File: src/rtl/vga_controller.sv
// 640x480@60 VGA timing generator with combinational colour gate for an ADV7123-style DAC.
// Optional crosshair overlay is enabled with the VGA_CURSOR_EN macro.
module vga_controller #(
   parameter int H_SYNC_LEN = 96,
   parameter int H_BACK     = 48,
   parameter int H_ACT      = 640,
   parameter int H_FRONT    = 16,
   parameter int V_SYNC_LEN = 2,
   parameter int V_BACK     = 33,
   parameter int V_ACT      = 480,
   parameter int V_FRONT    = 10,
   parameter int CURSOR_X   = 320,
   parameter int CURSOR_Y   = 240
) (
   input  logic       iCLK,
   input  logic       iRST,
   input  logic [3:0] iCursor_RGB_EN,
   input  logic [9:0] iRed,
   input  logic [9:0] iGreen,
   input  logic [9:0] iBlue,
   output logic [9:0] oCoord_X,
   output logic [9:0] oCoord_Y,
   output logic [9:0] oVGA_R,
   output logic [9:0] oVGA_G,
   output logic [9:0] oVGA_B,
   output logic       oVGA_H_SYNC,
   output logic       oVGA_V_SYNC,
   output logic       oVGA_SYNC,
   output logic       oVGA_BLANK
);

   localparam logic [9:0] H_LAST   = 10'(H_SYNC_LEN + H_BACK + H_ACT + H_FRONT - 1);
   localparam logic [9:0] V_LAST   = 10'(V_SYNC_LEN + V_BACK + V_ACT + V_FRONT - 1);
   localparam logic [9:0] H_SYNC_E = 10'(H_SYNC_LEN);
   localparam logic [9:0] V_SYNC_E = 10'(V_SYNC_LEN);
   localparam logic [9:0] H_ACT_S  = 10'(H_SYNC_LEN + H_BACK);
   localparam logic [9:0] H_ACT_E  = 10'(H_SYNC_LEN + H_BACK + H_ACT);
   localparam logic [9:0] V_ACT_S  = 10'(V_SYNC_LEN + V_BACK);
   localparam logic [9:0] V_ACT_E  = 10'(V_SYNC_LEN + V_BACK + V_ACT);

   logic [9:0] h_cnt_q, h_cnt_d;
   logic [9:0] v_cnt_q, v_cnt_d;
   logic [9:0] coord_x_q, coord_x_d;
   logic [9:0] coord_y_q, coord_y_d;
   logic       hsync_q, hsync_d;
   logic       vsync_q, vsync_d;
   logic       blank_q, blank_d;
   logic       h_act, v_act;

   // NOTE: every always_comb output gets a default first so no path can infer a latch.
   always_comb begin
      h_cnt_d = h_cnt_q + 10'd1;
      v_cnt_d = v_cnt_q;
      if (h_cnt_q == H_LAST) begin
         h_cnt_d = '0;
         v_cnt_d = (v_cnt_q == V_LAST) ? '0 : v_cnt_q + 10'd1;
      end
      h_act     = (h_cnt_q >= H_ACT_S) && (h_cnt_q < H_ACT_E);
      v_act     = (v_cnt_q >= V_ACT_S) && (v_cnt_q < V_ACT_E);
      hsync_d   = (h_cnt_q >= H_SYNC_E);
      vsync_d   = (v_cnt_q >= V_SYNC_E);
      blank_d   = h_act && v_act;
      coord_x_d = blank_d ? (h_cnt_q - H_ACT_S) : '0;
      coord_y_d = blank_d ? (v_cnt_q - V_ACT_S) : '0;
   end

   // NOTE: state registers use non-blocking assignments so all flops update together at the edge.
   always_ff @(posedge iCLK or posedge iRST) begin
      if (iRST) begin
         h_cnt_q   <= '0;
         v_cnt_q   <= '0;
         coord_x_q <= '0;
         coord_y_q <= '0;
         hsync_q   <= 1'b1;
         vsync_q   <= 1'b1;
         blank_q   <= 1'b0;
      end else begin
         h_cnt_q   <= h_cnt_d;
         v_cnt_q   <= v_cnt_d;
         coord_x_q <= coord_x_d;
         coord_y_q <= coord_y_d;
         hsync_q   <= hsync_d;
         vsync_q   <= vsync_d;
         blank_q   <= blank_d;
      end
   end

   assign oCoord_X    = coord_x_q;
   assign oCoord_Y    = coord_y_q;
   assign oVGA_H_SYNC = hsync_q;
   assign oVGA_V_SYNC = vsync_q;
   assign oVGA_BLANK  = blank_q;
   assign oVGA_SYNC   = 1'b0;

`ifdef VGA_CURSOR_EN
   localparam logic [9:0] CUR_X = 10'(CURSOR_X);
   localparam logic [9:0] CUR_Y = 10'(CURSOR_Y);
`else
   logic cursor_unused;
   assign cursor_unused = ^{iCursor_RGB_EN[3], 10'(CURSOR_X), 10'(CURSOR_Y)};
`endif

   // Colour stays combinational so asynchronous SRAM data reaches the DAC in the same cycle.
   always_comb begin
      oVGA_R = (blank_q && iCursor_RGB_EN[2]) ? iRed   : '0;
      oVGA_G = (blank_q && iCursor_RGB_EN[1]) ? iGreen : '0;
      oVGA_B = (blank_q && iCursor_RGB_EN[0]) ? iBlue  : '0;
`ifdef VGA_CURSOR_EN
      if (blank_q && iCursor_RGB_EN[3] && (coord_x_q == CUR_X || coord_y_q == CUR_Y)) begin
         oVGA_R = 10'h3FF;
         oVGA_G = 10'h3FF;
         oVGA_B = 10'h3FF;
      end
`endif
   end

endmodule

File: config.mk
export PLATFORM = sky130hd
export DESIGN_NAME = vga_controller
export DESIGN_NICKNAME = d
export VERILOG_FILES = /design/src/rtl/vga_controller.sv
export SDC_FILE = /design/constraint.sdc
export NUM_CORES = 1
export LEC_CHECK = 0
export ABC_AREA = 1
export BUFFER_PORTS_ARGS = -buffer_cell sky130_fd_sc_hd__buf_2
export CAP_MARGIN = 20
export CORE_UTILIZATION = 35
export DETAILED_ROUTE_END_ITERATION = 6
export SYNTH_ARGS = -nofsm -noshare
export SYNTH_HDL_FRONTEND = slang
export SYNTH_SLANG_ARGS = --single-unit
File: constraint.sdc
create_clock -name iCLK -period 1.85 [get_ports iCLK]
set_input_delay 0.2775 -clock iCLK [delete_from_list [all_inputs] [get_ports iCLK]]
set_output_delay 0.2775 -clock iCLK [all_outputs]
set_load 0.03 [all_outputs]
### Word level (Yosys, flattened, before mapping)

Cells that the tools add are included.

* output and inout port bits: 54
* word-level logic and storage cells: 32
* input port bits: 36
* bits in registers: 43

* magnitude comparators: 6
* muxes and demuxes: 7
* add/sub/neg operators: 4
* equality and inequality tests: 2
* reduce and logical (&&, ||, !) cells: 6

Operators by type and width (count)
* 2-to-1 mux 10 bit: 7
* adder 10 x 1 -> 10 bit (second input constant): 2
* == test 10 bit (second input constant): 2
* less-than comparator 10 bit (second input constant): 2
* >= comparator 10 x 2 -> 1 bit (second input constant): 1
* >= comparator 10 x 6 -> 1 bit (second input constant): 1
* >= comparator 10 x 7 -> 1 bit (second input constant): 1
* >= comparator 10 x 8 -> 1 bit (second input constant): 1
* subtractor 10 x 6 -> 10 bit (second input constant): 1
* subtractor 10 x 8 -> 10 bit (second input constant): 1
* logical AND 1 bit: 6

### Longest topological paths before layout

Gate-level depths: netlist of run 1.

* depth in word-level cells: 4
* mapped depth: 9

### Worst setup path after synthesis of run 1

Ideal clock, no wire load.

* path type: register -> register
* start point: register v_cnt_q[0]
* end point: register coord_y_q[0], in the netlist oCoord_Y[0]
* stages on the path, launching flop included: 9
* path slack: 345 ps
* arrival: 1380 ps
* data required time: 1726 ps
* library setup time: 124 ps
* cells stage by stage: dfrtp_1 ha_1 inv_1 nand3_1 nand2_2 nand3_1 nand3_2 buf_6 nor2_2

* longest elaborated chain between the ends: 4
* elaborated cells between the ends (all ways): 6
* those cells by class: 1 x add/sub; 2 x order compare; 1 x mux; 2 x reduce/logical

Ends and longest elaborated chain
* start: declaration: line 42 `logic [9:0] v_cnt_q, v_cnt_d;`
* start signal: assignment: line 79 `v_cnt_q <= v_cnt_d;`
* >= comparator 10 x 6 -> 1 bit / less-than comparator 10 bit (equally long branches): line 59 `v_act = (v_cnt_q >= V_ACT_S) && (v_cnt_q < V_ACT_E);`
* logical AND 1 bit: line 59
* logical AND 1 bit: line 62 `blank_d = h_act && v_act;`
* 2-to-1 mux 10 bit (*): line 64 `coord_y_d = blank_d ? (v_cnt_q - V_ACT_S) : '0;`
* net coord_y_d[0]: line 44 `logic [9:0] coord_y_q, coord_y_d;`
* end signal: assignment: line 81 `coord_y_q <= coord_y_d;`
* end: declaration: line 44

The timed path passes the listed nets; every way through them passes the cells marked *.
A chain may end at the register's enable or synchronous reset.

### Final worst setup path of run 1

* start point: register h_cnt_q[4]
* end point: register coord_y_q[9], in the netlist oCoord_Y[9]

* longest elaborated chain between the ends: 4
* elaborated cells between the ends (all ways): 5
* those cells by class: 2 x order compare; 1 x mux; 2 x reduce/logical

Ends and longest elaborated chain
* start: declaration: line 41 `logic [9:0] h_cnt_q, h_cnt_d;`
* start signal: assignment: line 78 `h_cnt_q <= h_cnt_d;`
* >= comparator 10 x 8 -> 1 bit / less-than comparator 10 bit (equally long branches): line 58 `h_act = (h_cnt_q >= H_ACT_S) && (h_cnt_q < H_ACT_E);`
* logical AND 1 bit (*): line 58
* logical AND 1 bit (*): line 62
* 2-to-1 mux 10 bit (*): line 64
* net coord_y_d[9]: line 44

Marks and branches as above.

==> flow_metrics.py, run 1 <==
metrics = {
    "run_status": {
        "status": "finished clean",
    },
    "synth": {
        "yosysSeqAreaShare_pct": 41.89,
        "ys_top_cells_by_area": "dfrtp_1 40%, nand2_1 11%, inv_1 8.6%, nor2_1 7.3%, nor2_2 5.1%",
        "syn-instance-count": 345,
        "yosysWarnings": 0,
        "yosys.cell_count.top_type": "nand2_1",
        "syn_area_um2": 2575,
        "synth_top_cell_by_area": "dfrtp_1",
        "yosys.cell_types.count": 28,
        "async_flop_share_pct": 100.0,
        "synth_common_cells": "78 x nand2_1, 59 x inv_1, 50 x nor2_1",
        "synth_ff_type": "dfrtp_1",
        "synth_edf_count": 0,
        "synth.top_cell.area_share_pct": 39.84,
        "synth.avg_cell_area_um2": 7.464,
        "synth_fp_nets": 390,
        "ys_ff_latch": 43,
    },
    "power": {
        "intPower_mw": 1.379,
        "power_density_nw_per_um2": 540.0,
        "power_leakage_nw": 2.032,
        "switching_share_pct": 21.66,
        "p_seq_share_pct": 53.3,
        "vdd_drop_max_v": 0.0002830,
        "power.share.clock_pct": 42.7,
        "comb_power_share_pct": 3.9,
        "p_sw_mw": 0.3814,
    },
    "min_path": {
        "hold_path.class": "primary input to asynchronous set/reset pin",
    },
    "sta": {
        "worstMarginPinSlew_ps": 527.5,
        "fmax_mhz": 581.1,
        "slew_headroom_pct": 64.83,
        "hold_slack_ps": 101.4,
        "slew_viol_final": 0,
        "fin_crit_sh_pct": 93.02,
        "rsz0062_at_grt": "no",
        "period_minus_slack_ps": 1721,
        "finalClockSkew_ps": 3.507,
        "setup_violations": 0,
        "hold_viol_final": 0,
        "finalSetupTns_ps": 0,
    },
    "grt": {
        "grt_pass1_wl_um": 9446,
        "grt_util_all_layers_pct": 16.14,
        "antenna_found_initial": 0,
        "grt_max_degree": 44,
        "overflow": 0,
        "grt_pass1_vias": 2224,
    },
    "route": {
        "drc": 0,
        "dr_total_vias": 2406,
        "wl_um": 6042,
        "first_iter_violations": 120,
        "dr.pass1.iters": 4,
        "ant_nets": 0,
        "wire_per_inst_um": 11.25,
        "routed_via_density": 4.480,
    },
    "floorplanning": {
        "die_area_um2": 7704,
        "die_w_um": 87.78,
        "die_y_um": 87.78,
        "io_pins": 90,
        "initial_utilization_pct": 37.08,
        "num_rows": 30,
        "core_area_um2": 6944,
    },
    "layout": {
        "drive_gt1_share_pct": 32.88,
        "nets": 485,
        "fill_cells": 686,
        "n_antenna_cell": 0,
        "syn_to_final_growth_pct": 26.63,
        "area.sequential_um2": 1079,
        "multiInputGateArea_um2": 1179,
    },
    "worst_setup_path": {
        "worst-path-buf-inv": 2,
        "worst_ep_required_time_ps": 2050,
        "r2r_start": "h_cnt_q[4]",
        "path_cells": "inv_1, ha_1, nand2_1, a21oi_1, o21ai_2, nand3_2, buf_12, nor2_1",
        "crit_slowest_cell": "dfrtp_1",
        "timing.rr.end": "oCoord_Y[9]",
        "slowest_delay_ps": 470,
        "reg2reg_slack_ps": 130,
        "crit_family": "flip-flops",
        "arrival_ps": 1920,
        "r2r_cells": 8,
        "worstSetupEndpointType": "register",
        "start_kind": "register",
        "critical_path_class": "register to register",
        "cp_max_fo": 21,
    },
    "clocking": {
        "cts_hold_buffers": 0,
        "cts_buffer_depth": 2,
        "cts_setup_buffers": 0,
        "clockRootBuffer": "clkbuf_8",
        "insertion_delay_ps": 300,
        "cts.sinks": 43,
        "cts_tree": "built",
        "post_cts_resized": 0,
        "cts_max_level": 2,
        "clk_pin_slew_ps": 90,
        "numCtsBuffers": 5,
    },
    "flow_run": {
        "drv_cap": 0,
    },
    "placement": {
        "dpl.hpwl_um": 4717,
        "gp_congestion": 0.8903,
        "io_buffer_count": 87,
    },
}
==> layout by cell type (no fill, tap or decap), drive strengths merged <==
cell type and count:
dfstp 2, nand2 81, buf 96, a31oi 1
conb 1, nand3 22, clkbuf 5, dfrtp 41
inv 68, o22ai 1, nor3 7, xor2 13
ha 9, nor2 74, a211oi 1, a21oi 5
o21ai 7, nand4 4, bufinv 1, clkinv 1
xnor2 1
==> how the worst max path moves through the flow <==
stage,from,endpoint,slack [ps],cells past startpoint
6_report,h_cnt_q[4],oCoord_Y[9],130,8
5_1_grt,h_cnt_q[4],oCoord_Y[9],7,8
4_1_cts,h_cnt_q[4],oCoord_Y[9],120,8
3_5_place_dp,h_cnt_q[4],oCoord_Y[9],210,8
3_3_place_gp,h_cnt_q[4],oCoord_Y[9],230,8
2_1_floorplan,v_cnt_q[0],oCoord_Y[0],350,8
==> registers in the layout (all words and copies together) (netlist names) <==
name         cells
h_cnt_q         10
oCoord_X        10
oCoord_Y        10
v_cnt_q         10
oVGA_BLANK       1
oVGA_H_SYNC      1
oVGA_V_SYNC      1
==> through the flow <==
step	power, mW	setup WS (ps)	cell area, um^2	util (%)	cells
2_1_floorplan	0.9878	345.4	2575	-	345
3_3_place_gp	1.027	232.4	3144	45.28	529
3_5_place_dp	1.029	209.8	3144	45.28	529
4_1_cts	1.796	121.8	3261	46.96	537
5_1_grt	1.840	6.720	3261	46.96	537
6_report	1.761	129.2	3261	46.96	537
==> cell families after synthesis <==
family | after synthesis | share of synthesized area, %
other | 1 | 0.1456
DFF | 43 | 41.89
AOI/OAI and AO/OA | 15 | 3.256
and+or+nand+nor | 188 | 33.24
xor gates and xnor gates | 14 | 4.762
buffers and inverters | 75 | 12.34
adders and majority gates | 9 | 4.373
==> area by class of cell <==
type                       instances  area share [%]
clock buffer                       5           2.111
clock inverter                     3           1.458
inverter                          67           7.713
multi-input combinational        227           36.15
sequential                        43           33.08
tap                               96           3.684
timing repair buffer              96           15.81
==> power groups by stage <==
stage,logic (mW),clock network (mW),registers [mW]
2_1_floorplan,0.0300,0,0.958
3_3_place_gp,0.0696,0,0.958
3_5_place_dp,0.0713,0,0.958
4_1_cts,0.0716,0.785,0.939
5_1_grt,0.0820,0.818,0.939
6_report,0.0690,0.753,0.939
==> tightest hold or removal path: cells and delay by family <==
| kind | cells | cell delay [ps] |
|---|---|---|
| buf+inv | 3 | 580 |
==> per-layer routing <==
metal  wire (um)  share of wire (%)  global-route usage (%)  vias to the layer above
met5           0                  0                       0                        -
met4          86                1.4                   5.365                        0
met3         360                6.0                   3.110                        5
met2        3121                 52                   31.85                       81
met1        2474                 41                   16.88                     1108
li1            -                  -                       -                     1212
Note: power is estimated with default switching activity, not from simulation.
==> inputs of run 2 (changes only) <==
--- a/config.mk
+++ b/config.mk
@@ -10,6 +10,7 @@
 export CAP_MARGIN = 20
 export CORE_UTILIZATION = 35
 export DETAILED_ROUTE_END_ITERATION = 6
+export GPL_TIMING_DRIVEN = 0
 export SYNTH_ARGS = -nofsm -noshare
 export SYNTH_HDL_FRONTEND = slang
 export SYNTH_SLANG_ARGS = --single-unit
==> run 2 against run 1 <==
Effect of this change: register-to-register slack better by 40 ps; first-iteration DRC count is 33% lower; sequential power hardly changed; clock skew is 5.4 ps higher; largest power group unchanged; cell count is 0.19% higher; sequential share of layout area is 0.077 points higher; combinational power is 11% higher; setup slack better by 39 ps; critical path depth stayed put.
==> flow_metrics.py, run 2 (same netlist as run 1, synthesis figures left out) <==
metrics = {
    "grt": {
        "grt_pass1_vias": 2182,
        "grt_pass1_wl_um": 9522,
        "overflow": 0,
        "grt_max_degree": 28,
        "antenna_found_initial": 0,
        "grt_util_all_layers_pct": 16.06,
    },
    "layout": {
        "syn_to_final_growth_pct": 26.48,
        "multiInputGateArea_um2": 1181,
        "area.sequential_um2": 1080,
        "fill_cells": 690,
        "layout_common_cells": "89 x buf_2, 78 x nand2_1, 58 x inv_1, 49 x nor2_1, 40 x dfrtp_1",
        "stdcell_count": 538,
        "final_area_um2": 3257,
        "final_common_cell": "buf_2",
        "n_antenna_cell": 0,
        "drive_gt1_share_pct": 33.48,
        "nets": 486,
    },
    "run_status": {
        "status": "finished clean",
    },
    "worst_setup_path": {
        "worstSetupEndpointType": "register",
        "cp_max_fo": 10,
        "path_cells": "ha_1, inv_1, nand3_1, nand2_2, nand3_1, nand3_2, buf_6, nor2_2",
        "slowest_delay_ps": 480,
        "reg2reg_slack_ps": 170,
        "r2r_cells": 8,
        "crit_slowest_cell": "dfrtp_2",
        "crit_start": "v_cnt_q[0]",
        "timing.rr.end": "oCoord_Y[0]",
        "crit_family": "simple AND/OR/NAND/NOR gates",
        "cp.depth": 8,
        "worst_ep_required_time_ps": 2030,
        "critPathCapture": "oCoord_Y[0]",
        "r2r_start": "v_cnt_q[0]",
        "worst-path-buf-inv": 2,
        "arrival_ps": 1870,
        "critical_path_class": "register to register",
        "start_kind": "register",
        "crit_top_cell": "nand3_1",
    },
    "sta": {
        "rsz0062_at_grt": "no",
        "finalClockSkew_ps": 8.916,
        "period_minus_slack_ps": 1681,
        "fmax_mhz": 594.7,
        "slew_viol_final": 0,
        "fin_crit_sh_pct": 90.89,
        "setup_violations": 0,
        "hold_viol_final": 0,
    },
    "placement": {
        "io_buffer_count": 87,
        "postPlaceCellArea_um2": 3151,
        "dpl.hpwl_um": 4647,
        "placed_cells": 529,
        "gp_congestion": 0.9318,
    },
    "route": {
        "dr.pass1.iters": 4,
        "first_iter_violations": 81,
        "wl_um": 5867,
        "drc": 0,
        "wire_per_inst_um": 10.91,
        "dr_total_vias": 2339,
        "routed_via_density": 4.348,
        "ant_nets": 0,
    },
    "clocking": {
        "cts_buffer_depth": 2,
        "cts_max_level": 2,
        "clockRootBuffer": "clkbuf_8",
        "numCtsBuffers": 5,
        "cts.sinks": 43,
        "cts_tree": "built",
        "insertion_delay_ps": 300,
        "clk_pin_slew_ps": 90,
    },
    "flow_run": {
        "drv_cap": 0,
    },
    "min_path": {
        "hold_path.class": "primary input to asynchronous set/reset pin",
    },
    "power": {
        "vdd_drop_max_v": 0.0003304,
        "power_leakage_nw": 2.021,
        "power_density_nw_per_um2": 504.5,
    },
    "floorplanning": {
        "die_y_um": 87.78,
        "initial_utilization_pct": 37.08,
        "die_w_um": 87.78,
        "io_pins": 90,
        "num_rows": 30,
        "die_area_um2": 7704,
        "core_area_um2": 6944,
    },
}
-- run 2: cell count changes in the layout (fill, tap and decap cells not counted), sizes merged --
cell,before,now
clkinvlp,0,2
bufinv,1,0
clkinv,1,0
dlygate4sd3,0,1
-- run 2: worst min-delay path by stage --
stage | depth (start not counted) | end | slack [ps] | from
floorplan | 1 | oCoord_X[4] | 510 | h_cnt_q[4]
global placement | 1 | h_cnt_q[2] | 540 | h_cnt_q[2]
detailed placement | 2 | oCoord_Y[0] | 290 | iRST
CTS | 3 | oCoord_Y[8] | 520 | iRST
global route | 3 | oCoord_Y[0] | 560 | iRST
finish | 3 | oCoord_Y[8] | 520 | iRST
-- run 2: where the power goes --
| group | switching [mW] | internal [mW] | leakage (nW) | total, mW |
|---|---|---|---|---|
| combinational | 0.0396 | 0.0368 | 1.40 | 0.0764 |
| clock | 0.357 | 0.270 | 0.0408 | 0.628 |
| sequential | 0 | 0.939 | 0.578 | 0.939 |
| total | 0.397 | 1.25 | 2.02 | 1.64 |
-- run 2: per-stage QoR --
| stage | setup TNS, ps | worst slack, ps | util [%] | hold slack, ps | power (mW) |
|---|---|---|---|---|---|
| 2_1_floorplan | 0 | 345.4 | - | 512.1 | 0.9878 |
| 3_3_place_gp | -538.4 | -15.04 | 45.08 | 539.7 | 1.027 |
| 3_5_place_dp | 0 | 74.47 | 45.37 | 285.3 | 1.034 |
| 4_1_cts | 0 | 49.29 | 46.85 | 517.6 | 1.665 |
| 5_1_grt | 0 | 17.89 | 46.90 | 558.2 | 1.719 |
| 6_report | 0 | 168.5 | 46.90 | 515.2 | 1.643 |
-- run 2: worst min-delay path, stage by stage --
cell and delay [ps]:
dlygate4sd3_1 540, buf_2 130, inv_2 290
-- run 2: final cells by class --
type / count / area share [%]
flip-flops and latches: 43 / 33.15
well taps: 96 / 3.688
repair buffers: 89 / 14.29
clock inverters: 3 / 0.7299
inverters: 67 / 7.722
clock buffers: 5 / 2.113
plain buffers: 8 / 2.036
multi-input cells: 227 / 36.27
-- run 2: layer usage --
| metal | up-vias | global-route usage [%] | part of all wire (%) |
|---|---|---|---|
| met5 | - | 0 | 0 |
| met4 | 0 | 5.663 | 1.5 |
| met3 | 8 | 3.016 | 6.3 |
| met2 | 81 | 29.88 | 49 |
| met1 | 1032 | 18.24 | 44 |
| li1 | 1218 | - | - |
-- run 2: timing repair --
| item | in CTS | in global routing |
|---|---|---|
| resized for setup | 0 | 2 |
| hold buffers | 1 | 0 |
| setup endpoints to repair | 0 | 23 |
| setup buffers | 0 | 0 |
| hold endpoints to repair | 15 | 0 |
